<file path="config.mk">
export PLATFORM = sky130hd
export DESIGN_NAME = axis_pkt_gen_flat
export DESIGN_NICKNAME = d
export VERILOG_FILES = /design/src/rtl/axis_pkt_gen_if.sv /design/src/rtl/axis_pkt_gen.sv /design/src/flat_wrapper.sv
export SDC_FILE = /design/constraint.sdc
export NUM_CORES = 1
export LEC_CHECK = 0
export CORE_AREA = 2 2 206 208
export DETAILED_ROUTE_END_ITERATION = 10
export DIE_AREA = 0 0 208 210
export PLACE_DENSITY = 0.7
export SETUP_SLACK_MARGIN = 0.05
export SLEW_MARGIN = 40
export SYNTH_ARGS = -nofsm -noshare
export SYNTH_HDL_FRONTEND = slang
export SYNTH_SLANG_ARGS = --single-unit
</file>
<file path="constraint.sdc">
create_clock -name clk -period 6.71 [get_ports clk]
set_input_delay 1.0065 -clock clk [delete_from_list [all_inputs] [get_ports clk]]
set_output_delay 1.0065 -clock clk [all_outputs]
set_load 0.01 [all_outputs]
</file>
<file path="src/rtl/axis_pkt_gen_if.sv">
// AXI4-Stream bundle carrying packet-generator traffic with NetFPGA-style tuser metadata.
interface axis_pkt_gen_if #(
    parameter int unsigned C_DATA_WIDTH  = 256,
    parameter int unsigned C_TUSER_WIDTH = 128
);
    logic                        tvalid;
    logic                        tready;
    logic [C_DATA_WIDTH-1:0]     tdata;
    logic [C_DATA_WIDTH/8-1:0]   tstrb;
    logic [C_TUSER_WIDTH-1:0]    tuser;
    logic                        tlast;

    modport master (
        output tvalid, tdata, tstrb, tuser, tlast,
        input  tready
    );

    modport slave (
        input  tvalid, tdata, tstrb, tuser, tlast,
        output tready
    );
endinterface

</file>
<file path="src/rtl/axis_pkt_gen.sv">
// Programmable AXI4-Stream packet generator: counter or LFSR payload, runtime length,
// gap and destination, full tready backpressure support.
module axis_pkt_gen #(
    parameter int unsigned C_DATA_WIDTH  = 256,
    parameter int unsigned C_TUSER_WIDTH = 128,
    parameter logic [7:0]  C_SRC_PORT    = 8'h01
) (
    input  logic                  clk,
    input  logic                  reset,
    input  logic                  start,
    input  logic                  stop,
    input  logic [15:0]           cfg_len,
    input  logic [15:0]           cfg_gap,
    input  logic [31:0]           cfg_num_pkts,
    input  logic                  cfg_mode,
    input  logic [7:0]            cfg_dst_port,
    axis_pkt_gen_if.master        m_axis,
    output logic                  busy,
    output logic                  done,
    output logic [31:0]           pkt_sent
);
    localparam int unsigned NumBytes  = C_DATA_WIDTH / 8;
    localparam int unsigned NumLanes  = C_DATA_WIDTH / 32;
    localparam logic [15:0] BeatBytes = 16'(NumBytes);
    localparam logic [31:0] LfsrSeed  = 32'hFFFF_FFFF;

    typedef enum logic [1:0] {StIdle, StSend, StGap} state_e;

    state_e      state_q, state_d;
    logic [15:0] len_q, len_d;
    logic [15:0] rem_q, rem_d;      // bytes remaining, including the beat on the bus
    logic [15:0] gap_q, gap_d;
    logic [15:0] gap_cnt_q, gap_cnt_d;
    logic [7:0]  dst_q, dst_d;
    logic [31:0] num_q, num_d;
    logic        mode_q, mode_d;
    logic [15:0] beat_q, beat_d;
    logic [15:0] seq_q, seq_d;
    logic [31:0] lfsr_q, lfsr_d;
    logic [31:0] pkt_sent_q, pkt_sent_d;
    logic        stop_seen_q, stop_seen_d;
    logic        done_q, done_d;

    logic        sending, accept, last_beat, run_end, new_pkt;
    logic [15:0] cfg_l;
    logic [31:0] lfsr_next, lane;
    logic [NumBytes-1:0] strb;
    logic [C_TUSER_WIDTH-1:0] user;

    assign sending   = (state_q == StSend);
    assign accept    = sending && m_axis.tready;
    assign last_beat = (rem_q <= BeatBytes);
    assign cfg_l     = (cfg_len == 16'd0) ? 16'd1 : cfg_len;
    assign lfsr_next = {lfsr_q[30:0], lfsr_q[31] ^ lfsr_q[21] ^ lfsr_q[1] ^ lfsr_q[0]};
    assign run_end   = ((num_q != 32'd0) && (pkt_sent_q + 32'd1 == num_q)) || stop || stop_seen_q;

    always_comb begin
        state_d     = state_q;
        len_d       = len_q;
        rem_d       = rem_q;
        gap_d       = gap_q;
        gap_cnt_d   = gap_cnt_q;
        dst_d       = dst_q;
        num_d       = num_q;
        mode_d      = mode_q;
        beat_d      = beat_q;
        seq_d       = seq_q;
        lfsr_d      = lfsr_q;
        pkt_sent_d  = pkt_sent_q;
        stop_seen_d = stop_seen_q;
        done_d      = 1'b0;
        new_pkt     = 1'b0;

        unique case (state_q)
            StIdle: begin
                if (start) begin
                    state_d     = StSend;
                    new_pkt     = 1'b1;
                    pkt_sent_d  = 32'd0;
                    seq_d       = 16'd0;
                    beat_d      = 16'd0;
                    lfsr_d      = LfsrSeed;
                    num_d       = cfg_num_pkts;
                    mode_d      = cfg_mode;
                    stop_seen_d = 1'b0;
                end
            end
            StSend: begin
                if (stop) stop_seen_d = 1'b1;
                if (accept) begin
                    lfsr_d = lfsr_next;
                    if (last_beat) begin
                        beat_d = 16'd0;
                        seq_d  = seq_q + 16'd1;
                        if (pkt_sent_q != 32'hFFFF_FFFF) pkt_sent_d = pkt_sent_q + 32'd1;
                        if (run_end) begin
                            state_d = StIdle;
                            done_d  = 1'b1;
                        end else if (gap_q == 16'd0) begin
                            new_pkt = 1'b1;
                        end else begin
                            state_d   = StGap;
                            gap_cnt_d = gap_q - 16'd1;
                        end
                    end else begin
                        beat_d = beat_q + 16'd1;
                        rem_d  = rem_q - BeatBytes;
                    end
                end
            end
            StGap: begin
                if (stop) begin
                    state_d = StIdle;
                    done_d  = 1'b1;
                end else if (gap_cnt_q == 16'd0) begin
                    state_d = StSend;
                    new_pkt = 1'b1;
                end else begin
                    gap_cnt_d = gap_cnt_q - 16'd1;
                end
            end
            default: state_d = StIdle;
        endcase

        // Per-packet configuration is captured as the packet's first beat goes on the bus.
        if (new_pkt) begin
            len_d = cfg_l;
            rem_d = cfg_l;
            gap_d = cfg_gap;
            dst_d = cfg_dst_port;
        end
    end

    always_ff @(posedge clk) begin
        if (reset) begin
            state_q     <= StIdle;
            len_q       <= 16'd0;
            rem_q       <= 16'd0;
            gap_q       <= 16'd0;
            gap_cnt_q   <= 16'd0;
            dst_q       <= 8'd0;
            num_q       <= 32'd0;
            mode_q      <= 1'b0;
            beat_q      <= 16'd0;
            seq_q       <= 16'd0;
            lfsr_q      <= LfsrSeed;
            pkt_sent_q  <= 32'd0;
            stop_seen_q <= 1'b0;
            done_q      <= 1'b0;
        end else begin
            state_q     <= state_d;
            len_q       <= len_d;
            rem_q       <= rem_d;
            gap_q       <= gap_d;
            gap_cnt_q   <= gap_cnt_d;
            dst_q       <= dst_d;
            num_q       <= num_d;
            mode_q      <= mode_d;
            beat_q      <= beat_d;
            seq_q       <= seq_d;
            lfsr_q      <= lfsr_d;
            pkt_sent_q  <= pkt_sent_d;
            stop_seen_q <= stop_seen_d;
            done_q      <= done_d;
        end
    end

    always_comb begin
        lane = mode_q ? lfsr_q : {seq_q, beat_q};
        for (int unsigned i = 0; i < NumBytes; i++) begin
            strb[i] = !last_beat || (i < 32'(rem_q));
        end
        user        = '0;
        user[15:0]  = len_q;
        user[23:16] = C_SRC_PORT;
        user[31:24] = dst_q;
    end

    // Outputs are forced to zero outside SEND so idle and reset values are all-zero.
    assign m_axis.tvalid = sending;
    assign m_axis.tlast  = sending && last_beat;
    assign m_axis.tdata  = sending ? {NumLanes{lane}} : '0;
    assign m_axis.tstrb  = sending ? strb : '0;
    assign m_axis.tuser  = sending ? user : '0;

    assign busy     = (state_q != StIdle);
    assign done     = done_q;
    assign pkt_sent = pkt_sent_q;
endmodule

</file>
<file path="src/flat_wrapper.sv">
// flat-port wrapper written by rule: the top's interface ports become plain ports
module axis_pkt_gen_flat 
#(
    parameter int unsigned C_DATA_WIDTH  = 256,
    parameter int unsigned C_TUSER_WIDTH = 128,
    parameter logic [7:0]  C_SRC_PORT    = 8'h01
)
  (clk, reset, start, stop, cfg_len, cfg_gap, cfg_num_pkts, cfg_mode, cfg_dst_port, busy, done, pkt_sent, m_axis_tvalid, m_axis_tdata, m_axis_tstrb, m_axis_tuser, m_axis_tlast, m_axis_tready);
  axis_pkt_gen_if #(.C_DATA_WIDTH(C_DATA_WIDTH), .C_TUSER_WIDTH(C_TUSER_WIDTH)) m_axis_i ();
  input  logic clk;
  input  logic reset;
  input  logic start;
  input  logic stop;
  input  logic [15:0] cfg_len;
  input  logic [15:0] cfg_gap;
  input  logic [31:0] cfg_num_pkts;
  input  logic cfg_mode;
  input  logic [7:0] cfg_dst_port;
  output logic busy;
  output logic done;
  output logic [31:0] pkt_sent;
  output wire logic [$bits(m_axis_i.tvalid)-1:0] m_axis_tvalid;
  output wire logic [$bits(m_axis_i.tdata)-1:0] m_axis_tdata;
  output wire logic [$bits(m_axis_i.tstrb)-1:0] m_axis_tstrb;
  output wire logic [$bits(m_axis_i.tuser)-1:0] m_axis_tuser;
  output wire logic [$bits(m_axis_i.tlast)-1:0] m_axis_tlast;
  input wire logic [$bits(m_axis_i.tready)-1:0] m_axis_tready;
  assign m_axis_tvalid = m_axis_i.tvalid;
  assign m_axis_tdata = m_axis_i.tdata;
  assign m_axis_tstrb = m_axis_i.tstrb;
  assign m_axis_tuser = m_axis_i.tuser;
  assign m_axis_tlast = m_axis_i.tlast;
  assign m_axis_i.tready = m_axis_tready;
  axis_pkt_gen #(.C_DATA_WIDTH(C_DATA_WIDTH), .C_TUSER_WIDTH(C_TUSER_WIDTH), .C_SRC_PORT(C_SRC_PORT)) u_core (.clk(clk), .reset(reset), .start(start), .stop(stop), .cfg_len(cfg_len), .cfg_gap(cfg_gap), .cfg_num_pkts(cfg_num_pkts), .cfg_mode(cfg_mode), .cfg_dst_port(cfg_dst_port), .m_axis(m_axis_i), .busy(busy), .done(done), .pkt_sent(pkt_sent));
endmodule
</file>
==> results by group, run 1 <==
Finish
  – Share of layout cells above drive strength 1: 4.72%
  – Finished Core Util: a little over two fifths
  – Commonest non-fill, non-tap cell in the layout: clkdlybuf4s50_1
  – Commonest non-fill, non-tap cells in the layout: clkdlybuf4s50_1 (425), nand2_1 (221), dfxtp_1 (204), nor2_1 (137), a21oi_1 (135)
  – Synth-to-Final Area Change: 24.6%
  – Fin nets: 2082

STA
  – Fmax: between 200 and 250 MHz
  – Fin crit share: roughly three quarters
  – Final Hold Fails: 0
  – Setup Total Neg Slack: 0 ns
  – Worst Tran Pin Value: 0.798 ns
  – Final Max Tran Viols: 0
  – Final setup fails: 0
  – Layout Skew: around 0.02 ns
  – RSZ-0062 raised after global routing: false
  – Worst relative slew slack: 46.6%
  – Final hold slack: 0.473 ns
  – Final Critical Period: 4.93 ns

Worst hold path
  – Min-Delay Path Class: reg -> reg
  – Hold path cells: 2
  – Worst hold start: u_core.len_q[6]
  – WHS Endpoint: u_core.len_q[6]

Critical path
  – Critical R2R Capture: u_core.len_q[13]
  – CP startpoint: u_core.rem_q[9]
  – Worst EP arrival: between 3 and 4 ns
  – R2R Setup Slk: approximately 2.1 ns
  – Critical path class: reg -> out
  – Nature of the critical path endpoint: output port
  – Worst path depth: 9
  – Slowest cell on the critical path: or4_1
  – CP most frequent cell: o21ai_0
  – Crit-path cells: or4_1 -> nor3_1 -> nand3_1 -> o21ai_0 -> buf_4 -> inv_1 -> a21oi_2 -> o21ai_0 -> clkdlybuf4s50_1
  – Startpoint Class: register
  – Crit path max fanout: 9
  – R2R cell count: 11
  – Sum of buffers and inverters on the critical path: 3
  – Top cell family by delay on the critical path: compound AO/OA/AOI/OAI gates
  – R2R Path Start: u_core.pkt_sent[0]
  – CP peak stage delay: around 0.57 ns
  – Worst Path Required: approximately 5.7 ns

Route
  – Vias post-DR: roughly 13k
  – Drt pass-1 iters: 5
  – # DRC: 0
  – Vias/cell: just over 5
  – Avg WL per Cell: approximately 17 um
  – Final wirelength: about 44 mm
  – Post-route ant nets: 0
  – 1st-iter DRT viols: 822

Pwr
  – Tot Pwr: about 5.7 mW
  – Leakage dissipation: 6.19 nW
  – Pwr Density: 327 mW/mm^2
  – Worst VDD drop: about 0.23 mV

Global route
  – Largest net degree at the start of global routing: 93
  – Antenna violations before repair: 2
  – Total Routing Usage GR: approximately a fifth
  – Vias in the first global route: roughly 12k
  – First-pass GRT wire length: 67.2 mm
  – Gr ovfl total: 0

Synth
  – Synth top area share: between 20% and 30%
  – Post-synth top area cell: dfxtp_1
  – Sequential fraction of the synthesis area: 29.4%
  – Post-synthesis cell area: 0.0139 sq mm
  – Top cells by area, synth: dfxtp_1 (29%), buf_4 (18%), nand2_1 (6.0%)
  – Mapped Cells: 1868
  – Ys async rst share: 0%
  – Synth cell types: approximately 70
  – Synth Flop Type: dfxtp_1
  – Synth warn: 0
  – #FFs+latches synth: slightly above 200
  – Syn_area_per_cell: 7.46 sq um
  – Number of flops mapped to enable cells by yosys: 0

Clocking
  – Clk buf depth: 3
  – TritonCTS buffer count: 24
  – Clk Latency, worst-skew pair: approximately 0.53 ns
  – CTS tree: done
  – Clock Tree Root: clkbuf_16
  – Setup bufs post-CTS: 0
  – Clock-pin transition on the worst setup and hold timing paths: 0.06 ns
  – Post-CTS sizing: 0
  – Sink Count: about 200
  – H-tree Lvls: 1
  – Hold-fix buffers at CTS: 0

Die
  – Die area: 0.0437 sq mm
  – Die W: 208 um
  – Starting Density: roughly a third
  – Core ar.: 0.0415 sq mm
  – Die Height: roughly 210 um
  – Top-Level Pins: 530
  – Cell Rows: 75

Outcome
  – Status: complete, no violations

Placed design
  – Hpwl dp: about 33 mm
  – PortBufs: between 400 and 500
  – Routability cong.: 0.888

Job
  – Max Cap Viol: 0
[per-layer routing]
| metal | share of wire (%) | global-route usage, % | routed length [um] |
|---|---|---|---|
| met5 | 0.036 | 0 | 16 |
| met4 | 3.8 | 8.07 | 1690 |
| met3 | 5.8 | 3.41 | 2560 |
| met2 | 51 | 35.0 | 22800 |
| met1 | 39 | 21.2 | 17200 |
[worst min-delay path, stage by stage (launching register included)]
cell	delay, ns
dfxtp_1	0.31
nand2b_1	0.07
o21ai_1	0.05
[worst max path at each step]
stage	slack, ns	endpoint
3_5_place_dp	2.10	u_core.rem_q[11]
4_1_cts	1.83	m_axis_tstrb[2]
6_report	1.78	m_axis_tstrb[2]
3_3_place_gp	2.14	m_axis_tstrb[6]
2_1_floorplan	2.83	u_core.gap_cnt_q[14]
5_1_grt	1.66	m_axis_tstrb[2]
[logic make-up (layout without fill, tap and decap cells)]
group,Yosys count,count (layout),share of synthesized area [%]
AND/OR/NAND/NOR,731,731,26.0
buffers and inverters,469,510,21.7
AO/OA/AOI/OAI,332,332,13.9
flip-flops,205,205,29.4
XOR/XNOR,75,75,4.81
multiplexers,45,45,3.30
adder cells (fa/ha/maj),10,10,0.898
other,1,104,0.0269
[per-stage QoR]
| step | instances | cell area [sq um] | setup WS [ns] |
|---|---|---|---|
| finish | 2551 | 17400 | 1.78 |
| global route | 2551 | 17400 | 1.66 |
| CTS | 2550 | 17400 | 1.83 |
| detailed placement | 2507 | 16500 | 2.10 |
| global placement | 2507 | 16500 | 2.14 |
| floorplan | 1970 | 14300 | 2.83 |
[power by group]
group          switching [mW]  total, mW  internal (mW)
combinational            1.52       2.62           1.10
clock                   0.553       1.40          0.851
sequential              0.221       1.66           1.43
[synthesized netlist by cell type, types with 9 or more instances]
master,count
mux2i_1,37
nand4_1,37
buf_4,330
a31oi_1,9
clkbuf_1,88
o21ai_0,103
a211oi_1,9
dfxtp_1,205
nor3_1,60
nor2b_1,15
buf_1,13
inv_1,22
ha_1,10
a2bb2oi_1,12
xor2_1,34
buf_2,11
nand2b_1,24
nand4b_1,18
o31ai_1,15
and3_1,13
or4_1,11
nand2_1,221
a21oi_1,138
and2_1,33
nor4_1,27
nor2_1,140
and4_1,11
xnor2_1,40
nand3_1,87
or3_1,17
[final cells by class]
| cell class | instances | area [sq um] |
|---|---|---|
| diodes | 1 | 2.50 |
| clock buffers | 31 | 698 |
| inverters | 24 | 90.1 |
| repair buffers | 443 | 4390 |
| clock inverters | 12 | 155 |
| multi-input cells | 1296 | 7250 |
| fillers | 4140 | 24100 |
| well taps | 539 | 674 |
| flip-flops and latches | 205 | 4110 |
[state kept, by name (all words and copies together), names as in the netlist]
register and cells:
u_core.pkt_sent 32, u_core.mode_q 1, u_core.gap_cnt_q 16, u_core.lfsr_q 32
u_core.num_q 32, u_core.seq_q 16, u_core.dst_q 8, u_core.rem_q 16
u_core.len_q 16, u_core.beat_q 16, u_core.state_q 2, u_core.done 1
u_core.gap_q 16, u_core.stop_seen_q 1
Note: power is estimated with default switching activity, not from simulation.
==> inputs of run 2 (changes only) <==
--- a/config.mk
+++ b/config.mk
@@ -5,10 +5,10 @@
 export SDC_FILE = /design/constraint.sdc
 export NUM_CORES = 1
 export LEC_CHECK = 0
-export CORE_AREA = 2 2 206 208
+export CORE_AREA = 2 2 205 207
 export DETAILED_ROUTE_END_ITERATION = 10
-export DIE_AREA = 0 0 208 210
-export PLACE_DENSITY = 0.7
+export DIE_AREA = 0 0 207 209
+export PLACE_DENSITY = 0.73
 export SETUP_SLACK_MARGIN = 0.05
 export SLEW_MARGIN = 40
 export SYNTH_ARGS = -nofsm -noshare
==> constraint.sdc (replaced) <==
create_clock -name clk -period 4 [get_ports clk]
set_input_delay 0.6 -clock clk [delete_from_list [all_inputs] [get_ports clk]]
set_output_delay 0.6 -clock clk [all_outputs]
set_load 0.01 [all_outputs]
==> run 2 against run 1 <==
Against the previous run: utilization rose by 1.3 points; sequential power rose by 69%; sequential share of layout area fell by 0.62 points; first-iteration DRC count up 16%; worst hold slack lost 0.012 ns; clock skew decreased by 0.00055 ns; non-clock buffer count up 62; clock power is 63% higher; global-route usage is 0.18 points higher; sequential cell count unchanged; combinational power is 71% higher; critical path depth shrank 3; largest cell class unchanged.
==> results by group, run 2 (synthesis results as in run 1) <==
Outcome
  – Status: complete, no violations

Die
  – Die Height: between 200 and 250 um
  – Core ar.: between 0.04 and 0.05 sq mm
  – Die W: ~210 um
  – Starting Density: 33.8%
  – Cell Rows: 75
  – Die area: ~0.043 sq mm
  – Top-Level Pins: 530

Critical path
  – Nature of the critical path endpoint: output port
  – Worst Path Required: roughly 3.4 ns
  – Crit path max fanout: 9
  – Crit-path cells: or4_1 -> nor3_1 -> nand3_2 -> o21ai_1 -> nand2_1 -> clkdlybuf4s50_1
  – CP peak stage delay: around 0.55 ns
  – Critical path class: reg -> out
  – Worst EP arrival: ~3.2 ns
  – Slowest cell on the critical path: or4_1
  – Startpoint Class: register

Finish
  – Share of layout cells above drive strength 1: 7.47%
  – Commonest non-fill, non-tap cells in the layout: clkdlybuf4s50_1 (425), nand2_1 (220), dfxtp_1 (203), nor2_1 (140), a21oi_1 (135)
  – ANT cells: 0
  – Finished Core Util: around 43%
  – Synth-to-Final Area Change: 28.0%
  – Fin nets: 2146
  – Cell Count, Final, Fillers Out: between 2k and 3k
  – Commonest non-fill, non-tap cell in the layout: clkdlybuf4s50_1

STA
  – Setup Total Neg Slack: 0 ns
  – Worst relative slew slack: between 40% and 50%
  – Fmax: 266 MHz
  – Worst Tran Pin Value: around 0.82 ns
  – Final Max Tran Viols: 0
  – RSZ-0062 raised after global routing: false
  – Final setup fails: 0
  – Final hold slack: 0.461 ns
  – Final Critical Period: ~3.8 ns
  – Final Hold Fails: 0
  – Layout Skew: approximately 0.02 ns
  – Fin crit share: a little over nine tenths

Global route
  – Vias in the first global route: about 12k
  – First-pass GRT wire length: between 60 and 70 mm
  – Largest net degree at the start of global routing: 110
  – Total Routing Usage GR: about a fifth
  – Gr ovfl total: 0
  – Antenna violations before repair: 0

Pwr
  – Worst VDD drop: between 0.2 and 0.3 mV
  – Tot Pwr: ~9.6 mW
  – Leakage dissipation: ~6.5 nW
  – Pwr Density: roughly 540 mW/mm^2

Route
  – # DRC: 0
  – Drt pass-1 iters: 5
  – Avg WL per Cell: about 17 um
  – Vias post-DR: about 13k
  – Post-route ant nets: 0
  – 1st-iter DRT viols: 955
  – Final wirelength: 43.9 mm
  – Vias/cell: just over 5

Clocking
  – Sink Count: between 200 and 250
  – CTS tree: done
  – TritonCTS buffer count: 26
  – Clock Tree Root: clkbuf_16
  – Clk buf depth: 3
  – H-tree Lvls: 1
  – Clk Latency, worst-skew pair: 0.53 ns
  – Clock-pin transition on the worst setup and hold timing paths: ~0.050 ns

Placed design
  – Routability cong.: 0.890
  – Hpwl dp: 32.2 mm
  – Dpl cells: approximately 2.6k
  – PortBufs: ~430

Worst hold path
  – Min-Delay Path Class: reg -> reg

Job
  – Max Cap Viol: 0
==> run 2: cell count changes in the layout (fill, tap and decap cells not counted), sizes merged <==
cell / before / now
buf: 18 / 80
clkinvlp: 5 / 2
clkbuf: 31 / 35
clkinv: 5 / 8
inv: 23 / 22
bufinv: 3 / 1
diode: 1 / 0
==> run 2: what timing repair did <==
action	in CTS	in global routing
cloned	0	0
pin swaps	0	1
resized for setup	1	5
setup buffers	0	2
hold buffers	0	0
endpoints found under the setup margin	6	18
==> run 2: stage by stage <==
step                      setup slack [ns]  cell area, sq um
after floorplan                      0.121             14300
after global routing                0.0554             17800
final                                0.244             17800
after detailed placement             0.296             17000
after global placement               0.375             17000
after CTS                            0.155             17800
==> run 2: area by class of cell <==
class / count / area, sq um
multi-input cells: 1296 / 7240
clock buffers: 35 / 756
well taps: 539 / 674
clock inverters: 9 / 78.8
flip-flops and latches: 205 / 4110
inverters: 24 / 91.3
fillers: 4129 / 23500
repair buffers: 505 / 4890
==> run 2: worst max-delay path, delay by kind of cell (launching register included) <==
| kind | cells | cell delay (ns) |
|---|---|---|
| AOI/OAI and AO/OA | 1 | 0.55 |
| buffers and inverters | 1 | 0.53 |
| DFF | 1 | 0.36 |
| and+or+nand+nor | 4 | 1.19 |
==> run 2: worst paths after layout <==
check	startpoint	end	slack, ns	cells past startpoint
worst min register to register	u_core.len_q[6]	u_core.len_q[6]	0.46	2
worst max-delay path	u_core.rem_q[9]	m_axis_tstrb[22]	0.24	6
worst min-delay path	u_core.len_q[6]	u_core.len_q[6]	0.46	2
worst max register to register	u_core.pkt_sent[0]	u_core.gap_cnt_q[14]	0.29	12
==> run 2: report_power, final <==
group          switching, mW  leakage (nW)  total [mW]  internal [mW]
registers              0.393          1.67        2.80           2.41
logic                   2.51          4.45        4.48           1.97
clock network          0.903         0.410        2.28           1.38
==> run 2: layer usage <==
metal / vias up / share of wire, % / track usage, %
met3: 68 / 7.4 / 3.80
met1: 6184 / 40 / 23.3
met4: 0 / 2.3 / 5.32
li1: 6371 / - / -
met2: 527 / 50 / 33.9
met5: - / 0 / 0
